## config.mk

```make
export PLATFORM = sky130hd
export DESIGN_NAME = quadrature_decoder_counter_flat
export DESIGN_NICKNAME = d
export VERILOG_FILES = /design/src/rtl/quadrature_decoder_counter_if.sv /design/src/rtl/quadrature_decoder_counter.sv /design/src/flat_wrapper.sv
export SDC_FILE = /design/constraint.sdc
export NUM_CORES = 1
export LEC_CHECK = 0
export ABC_CLOCK_PERIOD_IN_PS = 3100
export BUFFER_PORTS_ARGS = -buffer_cell sky130_fd_sc_hd__buf_2
export CORE_MARGIN = 2
export CORE_UTILIZATION = 50
export DETAILED_ROUTE_END_ITERATION = 7
export GPL_ROUTABILITY_DRIVEN = 1
export PLACE_DENSITY = 0.76
export SKIP_LAST_GASP = 1
export SLEW_MARGIN = 20
export SYNTH_ARGS = -nofsm -noshare
export SYNTH_HDL_FRONTEND = slang
export SYNTH_SLANG_ARGS = --single-unit
```

## constraint.sdc

```tcl
create_clock -name clk -period 3.1 [get_ports clk]
set_input_delay 0.155 -clock clk [delete_from_list [all_inputs] [get_ports clk]]
set_output_delay 0.155 -clock clk [all_outputs]
set_load 0.01 [all_outputs]
```

## src/rtl/quadrature_decoder_counter_if.sv

```systemverilog
// -----------------------------------------------------------------------------
// quadrature_decoder_counter_if
//
// Purpose: groups the encoder pins, the control strobes and the position
//          outputs of quadrature_decoder_counter into one bundle.
//
// Signals:
//   enc_a, enc_b  phase A / phase B from the encoder pins (asynchronous)
//   en            count enable
//   clear         synchronous clear of count and err
//   count [N]     position, modulo 2^N
//   dir           direction of the last counted step (1 = up)
//   step          one-cycle pulse per counted step
//   wrap          one-cycle pulse when count wraps
//   err           sticky illegal-transition flag
//
// Modports:
//   master  side that drives pins/controls and observes the position
//   slave   the decoder itself
// -----------------------------------------------------------------------------
interface quadrature_decoder_counter_if #(
   parameter int N = 4
);
   logic         enc_a;
   logic         enc_b;
   logic         en;
   logic         clear;
   logic [N-1:0] count;
   logic         dir;
   logic         step;
   logic         wrap;
   logic         err;

   modport master (
      output enc_a, enc_b, en, clear,
      input  count, dir, step, wrap, err
   );

   modport slave (
      input  enc_a, enc_b, en, clear,
      output count, dir, step, wrap, err
   );
endinterface

```

## src/rtl/quadrature_decoder_counter.sv

```systemverilog
// -----------------------------------------------------------------------------
// quadrature_decoder_counter
//
// Purpose: synchronizes a two-phase quadrature pair, decodes each phase
//          transition into an up step, a down step or an illegal jump, and
//          accumulates valid steps in an N-bit modulo position counter.
//
// Parameters:
//   N            width of the position counter (>= 2)
//   SYNC_STAGES  flip-flop stages per input synchronizer (>= 2)
//
// Ports:
//   clk    rising-edge clock
//   reset  asynchronous, active-low reset
//   bus    quadrature_decoder_counter_if.slave (pins, en/clear, outputs)
//
// All outputs are registered. A pin change stable before edge k shows up on
// the outputs after edge k+SYNC_STAGES.
// -----------------------------------------------------------------------------
module quadrature_decoder_counter #(
   parameter int N           = 4,
   parameter int SYNC_STAGES = 2
) (
   input  logic                          clk,
   input  logic                          reset,
   quadrature_decoder_counter_if.slave   bus
);

   // Synchronizer chains. fill tracks how far real pin samples have travelled
   // down the chain since reset, so priming waits for a genuine pin value
   // instead of the reset zeros (otherwise pins held at 11 would look like an
   // illegal 00->11 jump).
   logic [SYNC_STAGES-1:0] sync_a;
   logic [SYNC_STAGES-1:0] sync_b;
   logic [SYNC_STAGES-1:0] fill;

   logic [1:0]   s;          // synchronized {a,b}
   logic [1:0]   p;          // last evaluated {a,b}
   logic         primed;
   logic         s_valid;

   logic [N-1:0] count_q;
   logic         dir_q;
   logic         step_q;
   logic         wrap_q;
   logic         err_q;

   logic [1:0]   delta;
   logic         up;
   logic         down;
   logic         illegal;

   // Position of a phase pair on the cycle 00->01->11->10: Gray to binary.
   function automatic logic [1:0] phase(input logic [1:0] g);
      return {g[1], g[1] ^ g[0]};
   endfunction

   assign s       = {sync_a[SYNC_STAGES-1], sync_b[SYNC_STAGES-1]};
   assign s_valid = fill[SYNC_STAGES-1];

   // Distance travelled around the 4-state cycle: +1 is up, -1 (3) is down,
   // 2 means both bits flipped and the direction is unknowable.
   // NOTE: every signal written here gets a default first, so no path through
   // the block leaves one unassigned and no latch is inferred.
   always_comb begin
      delta   = phase(s) - phase(p);
      up      = 1'b0;
      down    = 1'b0;
      illegal = 1'b0;
      if (primed) begin
         case (delta)
            2'd1:    up      = 1'b1;
            2'd3:    down    = 1'b1;
            2'd2:    illegal = 1'b1;
            default: ;
         endcase
      end
   end

   // NOTE: state registers use non-blocking assignments so every flop samples
   // the pre-edge values, independent of statement order.
   always_ff @(posedge clk or negedge reset) begin
      if (!reset) begin
         sync_a  <= '0;
         sync_b  <= '0;
         fill    <= '0;
         p       <= 2'b00;
         primed  <= 1'b0;
         count_q <= '0;
         dir_q   <= 1'b0;
         step_q  <= 1'b0;
         wrap_q  <= 1'b0;
         err_q   <= 1'b0;
      end else begin
         sync_a <= {sync_a[SYNC_STAGES-2:0], bus.enc_a};
         sync_b <= {sync_b[SYNC_STAGES-2:0], bus.enc_b};
         fill   <= {fill[SYNC_STAGES-2:0], 1'b1};

         step_q <= 1'b0;
         wrap_q <= 1'b0;

         // p follows s on every cycle once there is a real sample, whatever
         // en, clear or err are doing.
         if (s_valid) begin
            p      <= s;
            primed <= 1'b1;
         end

         if (bus.clear) begin
            // A same-cycle step or error is dropped, not deferred.
            count_q <= '0;
            err_q   <= 1'b0;
         end else begin
            if (illegal) begin
               err_q <= 1'b1;
            end
            if (bus.en && (up || down)) begin
               count_q <= up ? count_q + N'(1) : count_q - N'(1);
               dir_q   <= up;
               step_q  <= 1'b1;
               wrap_q  <= up ? (count_q == '1) : (count_q == '0);
            end
         end
      end
   end

   assign bus.count = count_q;
   assign bus.dir   = dir_q;
   assign bus.step  = step_q;
   assign bus.wrap  = wrap_q;
   assign bus.err   = err_q;

endmodule
```

## src/flat_wrapper.sv

```systemverilog
// flat-port wrapper written by rule: the top's interface ports become plain ports
module quadrature_decoder_counter_flat 
#(
   parameter int N           = 4,
   parameter int SYNC_STAGES = 2
)
  (clk, reset, bus_enc_a, bus_enc_b, bus_en, bus_clear, bus_count, bus_dir, bus_step, bus_wrap, bus_err);
  quadrature_decoder_counter_if #(.N(N)) bus_i ();
  input  logic clk;
  input  logic reset;
  input wire logic [$bits(bus_i.enc_a)-1:0] bus_enc_a;
  input wire logic [$bits(bus_i.enc_b)-1:0] bus_enc_b;
  input wire logic [$bits(bus_i.en)-1:0] bus_en;
  input wire logic [$bits(bus_i.clear)-1:0] bus_clear;
  output wire logic [$bits(bus_i.count)-1:0] bus_count;
  output wire logic [$bits(bus_i.dir)-1:0] bus_dir;
  output wire logic [$bits(bus_i.step)-1:0] bus_step;
  output wire logic [$bits(bus_i.wrap)-1:0] bus_wrap;
  output wire logic [$bits(bus_i.err)-1:0] bus_err;
  assign bus_i.enc_a = bus_enc_a;
  assign bus_i.enc_b = bus_enc_b;
  assign bus_i.en = bus_en;
  assign bus_i.clear = bus_clear;
  assign bus_count = bus_i.count;
  assign bus_dir = bus_i.dir;
  assign bus_step = bus_i.step;
  assign bus_wrap = bus_i.wrap;
  assign bus_err = bus_i.err;
  quadrature_decoder_counter #(.N(N), .SYNC_STAGES(SYNC_STAGES)) u_core (.clk(clk), .reset(reset), .bus(bus_i));
endmodule
```

* Yosys cells after proc, flatten, opt, wreduce, memory -nomap -nowiden
Cells that the tools add are included.
** Word-level totals
- Input port bits :: 6
- Memories :: 0
- Bits in writable memories :: 0
- Bits in latches :: 0
- ROM bits :: 0
- Output and inout bits :: 8
- Register bits after elaboration :: 17
- Logic and storage cells :: 42
** Operators by class
- Equality and inequality tests :: 4
- Shift operators :: 0
- Bitwise logic cells :: 3
- Multiply operators :: 0
- Div/mod/pow operators :: 0
- Add/sub/neg operators :: 3
- Order comparisons :: 0
- Mux-type cells :: 16
- Reduce and logical (&&, ||, !) cells :: 6
** Operators with widths (number)
- $mux W1 :: 13
- $mux W4 :: 3
- $add A4 B1 Y4 const B :: 1
- $eq A2 B2 Y1 const B :: 2
- $eq A4 B4 Y1 const B :: 1
- $logic_not A4 Y1 :: 1
- $reduce_bool A2 Y1 :: 2
- $sub A4 B1 Y4 const B :: 1
- $eq A2 B1 Y1 const B :: 1
- $reduce_and A2 Y1 :: 1
- $sub A2 B2 Y2 :: 1
- $xor A1 B1 Y1 :: 2
- $logic_and A1 B1 Y1 :: 1
- $logic_or A1 B1 Y1 :: 1
- $not A1 Y1 :: 1

* Depth between registers and ports, before layout
Gate-level depths: netlist of run 1.
- Depth after elaboration :: 9
- Gate-level depth with buffers :: 9
- Mapped depth without buffers :: 9

* Least setup slack after synthesis of run 1
Ideal clock, no wire load.
- Path type :: flip-flop to flip-flop
- Start :: register u_core.sync_a[1]
- End :: register u_core.count_q[3] (netlist: u_core.bus.count[3])
- Period minus slack after synthesis :: 2.568 ns
- Required time :: 2.973 ns
- Arrival time :: 2.440 ns
- Setup slack :: 0.532 ns
- Stages on the path, launching flop included :: 10
- Cell sequence :: dfrtp_1 xnor2_1 ha_1 nor2b_1 nand2_1 ha_1 a21oi_1 a211oi_1 o21ba_2 mux2_1
** On the way
- Longest elaborated chain between the ends :: 8
- Elaborated cells on any way between the ends :: 14
** Ends and longest elaborated chain
- start: declaration :: RTL line quadrature_decoder_counter.sv:33 : logic [SYNC_STAGES-1:0] sync_a;
- start signal: assignment :: RTL line quadrature_decoder_counter.sv:95 : sync_a <= {sync_a[SYNC_STAGES-2:0], bus.enc_a};
- $xor A1 B1 Y1 :: RTL line quadrature_decoder_counter.sv:55 : return {g[1], g[1] ^ g[0]};
- $sub A2 B2 Y2 (*) :: RTL line quadrature_decoder_counter.sv:66 : delta = phase(s) - phase(p);
- $eq A2 B1 Y1 or $eq A2 B2 Y1 (tied branches) :: RTL line quadrature_decoder_counter.sv:71 : case (delta)
- $mux W1 :: RTL line quadrature_decoder_counter.sv:71
- $mux W1 :: RTL line quadrature_decoder_counter.sv:70 : if (primed) begin
- $mux W4 or $logic_or A1 B1 Y1 (tied branches) :: RTL line quadrature_decoder_counter.sv:118, quadrature_decoder_counter.sv:117
- $mux W4 or $logic_and A1 B1 Y1 (tied branches) :: RTL line quadrature_decoder_counter.sv:117 : if (bus.en && (up || down)) begin
- $mux W4 or $reduce_bool A2 Y1 (tied branches)
- end signal: assignment :: RTL line quadrature_decoder_counter.sv:118 : count_q <= up ? count_q + N'(1) : count_q - N'(1);
- end: declaration :: RTL line quadrature_decoder_counter.sv:42 : logic [N-1:0] count_q;
Mark *: on every way between the ends. The rest lies on a longest branch, timed or not. The select of a mux whose other input is x is not followed.
A chain may end at the register's enable or synchronous reset.

* Worst setup path after layout of run 1
Same ends and word-level chain as after synthesis.

==> results of run 1 <==
==> worst max-delay path by stage <==
stage / from / endpoint / slack [ns] / cells past startpoint
2_1_floorplan: u_core.sync_a[1] / u_core.bus.count[3] / 0.53 / 9
3_5_place_dp: u_core.sync_a[1] / u_core.bus.count[3] / 0.54 / 9
4_1_cts: u_core.sync_a[1] / u_core.bus.count[3] / 0.52 / 9
6_report: u_core.sync_a[1] / u_core.bus.count[3] / 0.52 / 9
5_1_grt: u_core.sync_a[1] / u_core.bus.count[3] / 0.38 / 9
3_3_place_gp: u_core.sync_a[1] / u_core.bus.count[3] / 0.63 / 9
==> state kept, by name, indices dropped and copies added, names as in the netlist <==
name,cells
u_core.bus.dir,1
u_core.bus.step,1
u_core.sync_b,2
u_core.primed,1
u_core.fill,2
u_core.bus.count,4
u_core.sync_a,2
u_core.bus.wrap,1
u_core.bus.err,1
u_core.p,2
==> worst max-delay path, delay by kind of cell (launching register included) <==
| family | cells | cell delay [ns] |
|---|---|---|
| simple gates | 2 | 0.31 |
| fa+ha+maj | 2 | 0.73 |
| xor+xnor | 1 | 0.16 |
| compound gates | 3 | 0.52 |
| mux | 1 | 0.31 |
| flops | 1 | 0.45 |
==> area by class of cell <==
| class | instances | share of cell area (%) |
|---|---|---|
| clock buffers | 3 | 2.41 |
| clock inverters | 1 | 0.535 |
| inverters | 3 | 1.20 |
| multi-input cells | 42 | 37.2 |
| flip-flops and latches | 17 | 45.5 |
| well taps | 16 | 2.14 |
| repair buffers | 17 | 11.0 |
==> report_power, final <==
part | switching [mW] | leakage [nW] | internal (mW)
Sequential | 0.0267 | 0.209 | 0.252
Combinational | 0.112 | 0.239 | 0.115
Clock | 0.0657 | 0.0177 | 0.0479
==> placed cells by master, fill, tap and decap left out, types with 2 or more instances in the layout <==
master / count
a21oi_1: 3
clkbuf_4: 3
ha_1: 3
buf_2: 13
inv_1: 3
dlygate4sd3_1: 3
xnor2_1: 3
mux2_2: 3
nor2_1: 6
nand2_1: 3
dfrtp_1: 17
nor2b_1: 2
nand3_1: 2
==> metrics by stage <==
step           total power [mW]  util, %
2_1_floorplan             0.441        -
6_report                  0.620     62.8
5_1_grt                   0.667     62.8
3_3_place_gp              0.502     58.9
4_1_cts                   0.629     62.8
3_5_place_dp              0.511     58.9
==> synth_stat cells, types with 2 or more instances <==
master,instances,area [µm²]
nand2_1,3,11.3
inv_1,3,11.3
ha_1,3,37.5
nand3_1,2,10.0
nor2b_1,2,12.5
a21oi_1,3,15.0
nor2_1,6,22.5
mux2_2,3,33.8
xnor2_1,3,26.3
dfrtp_1,17,425
==> cells by family (layout without fill, tap and decap cells) <==
| family | Yosys count | in the layout | synth area share [%] |
|---|---|---|---|
| flops | 17 | 17 | 54.2 |
| simple gates | 17 | 17 | 10.5 |
| compound gates | 10 | 10 | 9.89 |
| xor+xnor | 6 | 6 | 10.4 |
| fa+ha+maj | 4 | 4 | 7.34 |
| mux | 4 | 4 | 5.74 |
| buf+inv | 3 | 24 | 1.44 |
| other cells | 1 | 1 | 0.478 |
==> metal layers <==
metal,GRT usage (%),vias up,wire length (µm)
met5,0,-,0
met4,5.45,0,9
met3,5.00,2,33
met2,26.2,6,683
met1,20.4,267,574
li1,-,258,-
==> impl_metrics.toml, run 1 <==
[clock_tree]
clk_path_buf_depth = 2
cts_tree = "built"
htreeDepth = 1
clkTransAtPathRegs_ns = 0.10
numClockSinks = 17
postCtsSetupBuffers = 0
clock_latency_ns = 0.28
hold_buffers = 3
cts_resized = 0
cts_made_buffers = 3
cts_root_buf = "clkbuf_4"

[min_path]
hold_path.class = "primary input to flip-flop"
hold_depth = 2
holdPathEnd = "u_core.bus.count[1]"
worstHoldStart = "bus_en"

[worst_setup_path]
worstPathCellList = "xnor2_1 -> ha_1 -> nor2b_1 -> nand2_1 -> ha_1 -> a21oi_1 -> a211oi_1 -> o21ba_2 -> mux2_1"
worstRegToRegCells = 9
regToRegSetupSlack_ns = 0.52
crit_path_start_kind = "flip-flop"
cp_max_fo = 4
worstSetupPathType = "flip-flop to flip-flop"
cp_slowest_cell = "dfrtp_1"
cp-end-kind = "flip-flop"
regToRegStartpoint = "u_core.sync_a[1]"
cp.arrival_ns = 2.75
cp.required_ns = 3.28
timing.rr.end = "u_core.bus.count[3]"
cp_common_cell = "ha_1"
worst_path_largest_cell_delay_ns = 0.45

[finish]
antennaDiodeCount = 0
drive_gt1_share_pct = 28.9
fillCellCount = 122
final_cells = 99
syn2layout_area_growth_pct = 19.1
num-nets-final = 94
multi_input_area_um2 = 348
fin_area_um2 = 935
regArea_um2 = 425

[sta]
clock_skew_ns = 0.00359
hold_viol_final = 0
finalMaxSlewViolations = 0
rsz0062_at_grt = "no"
setup_viol = 0
fin_crit_ns = 2.58
whs_ns = 0.0970
tns_ns = 0
timing.final.crit_share_pct = 83.1
fin_ws_ns = 0.523
maxClockFrequency_mhz = 388

[placement]
hpwl_um = 1020
gp_congestion = 0.830
portBuffers = 13
post_dp_cell_area_um2 = 877
dp.cells = 92
pre_cts_slack_ns = 0.537

[flow_run]
maxCapViolations = 0

[routing]
firstDrtPassIters = 2
vias = 533
antenna_left = 0
drc = 0
viasPerCell = 5.38
post_drt_wl_per_cell_um = 13.1
drt-total-wl_um = 1300
drt_iter0_drc = 2

[synth]
syn_inst = 62
ys_seq_area_share_pct = 54.2
syn-mean-instance-area_um2 = 12.7
synthArstFlopShare_pct = 100
synth_nets = 72
ys_types = 27
ys_seq_elements = 17
ys_warn_count = 0
synth_edf_count = 0
syn_area_um2 = 785
synth_top_flop_cell = "dfrtp_1"

[status]
outcome = "finished, final reports clean"

[global_routing]
grt_usage_pct = 16.1
grt_antenna_before_repair = 0
grt_pass1_vias = 499
grt_max_degree = 18
grt_remaining_overflow = 0
grt_pass1_wl_um = 2160

[floorplanning]
die_x_um = 43.6
pin_count = 14
start_util_pct = 52.7
rows = 14
fp.dieH_um = 43.6
core-area_um2 = 1490
die_area_um2 = 1900

[pwr]
cellLeakagePower_nw = 0.465
ir_drop_v = 0.000333
power_density_nw_per_um2 = 663
Note: power is estimated with default switching activity, not from simulation.
==> run 2: changes to the inputs <==
--- a/config.mk
+++ b/config.mk
@@ -5,13 +5,13 @@
 export SDC_FILE = /design/constraint.sdc
 export NUM_CORES = 1
 export LEC_CHECK = 0
-export ABC_CLOCK_PERIOD_IN_PS = 3100
+export ABC_CLOCK_PERIOD_IN_PS = 2200
 export BUFFER_PORTS_ARGS = -buffer_cell sky130_fd_sc_hd__buf_2
 export CORE_MARGIN = 2
-export CORE_UTILIZATION = 50
+export CORE_UTILIZATION = 47
 export DETAILED_ROUTE_END_ITERATION = 7
 export GPL_ROUTABILITY_DRIVEN = 1
-export PLACE_DENSITY = 0.76
+export PLACE_DENSITY = 0.75
 export SKIP_LAST_GASP = 1
 export SLEW_MARGIN = 20
 export SYNTH_ARGS = -nofsm -noshare
==> constraint.sdc (replaced) <==
create_clock -name clk -period 2.2 [get_ports clk]
set_input_delay 0.11 -clock clk [delete_from_list [all_inputs] [get_ports clk]]
set_output_delay 0.11 -clock clk [all_outputs]
set_load 0.01 [all_outputs]
==> impl_metrics.toml, run 2 (same netlist as run 1, synthesis figures left out) <==
[status]
outcome = "complete, but fails checks"
failed_checks = "setup timing"

[routing]
viasPerCell = 5.15
drt_iter0_drc = 5
vias = 567
post_drt_wl_per_cell_um = 13.5
drc = 0
antenna_left = 0
firstDrtPassIters = 2
drt-total-wl_um = 1490

[sta]
setup_viol = 3
hold_viol_final = 0
whs_ns = 0.0515
clock_skew_ns = 0.000834
timing.final.crit_share_pct = 105
maxClockFrequency_mhz = 432
fin_crit_ns = 2.31
rsz0062_at_grt = "yes"
fin_ws_ns = -0.113
finalMaxSlewViolations = 0
tns_ns = -0.150

[worst_setup_path]
cp-end-kind = "flip-flop"
cp.arrival_ns = 2.49
worstSetupPathType = "flip-flop to flip-flop"
crit_path_start_kind = "flip-flop"
cp_max_fo = 3
worstRegToRegCells = 9
cp.required_ns = 2.38

[global_routing]
grt_remaining_overflow = 0
grt_pass1_vias = 601
grt_pass1_wl_um = 2670
grt_usage_pct = 19.4
grt_antenna_before_repair = 0
grt_max_degree = 18

[clock_tree]
cts_tree = "built"
clk_path_buf_depth = 2
cts_made_buffers = 3
cts_root_buf = "clkbuf_4"
htreeDepth = 1
clkTransAtPathRegs_ns = 0.09
clock_latency_ns = 0.28
numClockSinks = 17

[placement]
dp.cells = 99
hpwl_um = 1130
portBuffers = 13
gp_congestion = 0.772

[finish]
regArea_um2 = 425
largest_reg_flops = 4
drive_gt1_share_pct = 48.9
final_cells = 110
num-nets-final = 105
syn2layout_area_growth_pct = 37.5
multi_input_area_um2 = 409
fillCellCount = 114
antennaDiodeCount = 0
utilization_pct = 70.0
layout_common_cells = "dfrtp_1 (17), buf_2 (13), buf_4 (12)"
final_common_cell = "dfrtp_1"

[min_path]
hold_depth = 2
hold_path.class = "primary input to flip-flop"

[pwr]
swShare_pct = 33.2
p_switching_uw = 343
p_total_mw = 1.03
combPwrFrac_pct = 46.2
cellLeakagePower_nw = 0.532
pwr-share-clk_pct = 15.5
seqPwrFrac_pct = 38.4
power_density_nw_per_um2 = 957
ir_drop_v = 0.000694
p_int_uw = 690

[floorplanning]
core-area_um2 = 1540
fp.dieH_um = 44.9
die_area_um2 = 2010
die_x_um = 44.9
rows = 14
start_util_pct = 50.9
pin_count = 14

[flow_run]
maxCapViolations = 0
## run 2: final cells by class
type | instances | share of cell area (%)
clock buffers | 3 | 2.09
multi-input cells | 42 | 37.9
repair buffers | 28 | 17.2
inverters | 3 | 1.04
well taps | 16 | 1.86
flip-flops and latches | 17 | 39.4
clock inverters | 1 | 0.464
## run 2: metrics by stage
step / worst slack (ns) / instance area, µm²
floorplan: -0.113 / 825
finish: -0.113 / 1080
global placement: -0.128 / 970
global route: -0.213 / 1080
CTS: -0.130 / 1070
detailed placement: -0.164 / 970
## run 2: worst max-delay path, stage by stage (launching register included)
cell      delay [ns]
dfrtp_1         0.40
xor2_1          0.17
ha_2            0.20
xnor3_2         0.28
nand2_4         0.11
ha_4            0.20
a21o_1          0.16
a221oi_2        0.21
o21ba_2         0.18
mux2_4          0.29
## run 2: layer usage
metal | GRT usage, % | part of all wire (%) | wire length, µm
met4 | 5.88 | 0.67 | 10
met3 | 9.20 | 4.6 | 69
met2 | 31.6 | 52 | 769
met1 | 22.9 | 43 | 637
met5 | 0 | 0 | 0
## run 2: repair_timing
action                                  4_1_cts  5_1_grt
gates resized for setup                       3        4
setup buffers                                 4        0
pin swaps                                     8        4
hold buffers                                  3        0
endpoints found under the hold margin        19        0
endpoints found under the setup margin        2        3
## run 2: power groups by stage
stage | Combinational [mW] | Sequential, mW | Clock (mW)
floorplan | 0.252 | 0.413 | 0
global placement | 0.404 | 0.399 | 0
detailed placement | 0.420 | 0.401 | 0
CTS | 0.466 | 0.396 | 0.169
global route | 0.526 | 0.404 | 0.181
finish | 0.477 | 0.396 | 0.160
## run 2: final timing paths
path	from	to	slack (ns)
setup / recovery	u_core.p[1]	u_core.bus.count[3]	-0.11
max in group asynchronous	reset	u_core.p[1]	1.68
setup reg to reg	u_core.p[1]	u_core.bus.count[3]	-0.11
hold reg to reg	u_core.fill[0]	u_core.fill[1]	0.36
min in group asynchronous	reset	u_core.bus.count[1]	0.26
hold / removal	bus_en	u_core.bus.count[1]	0.05
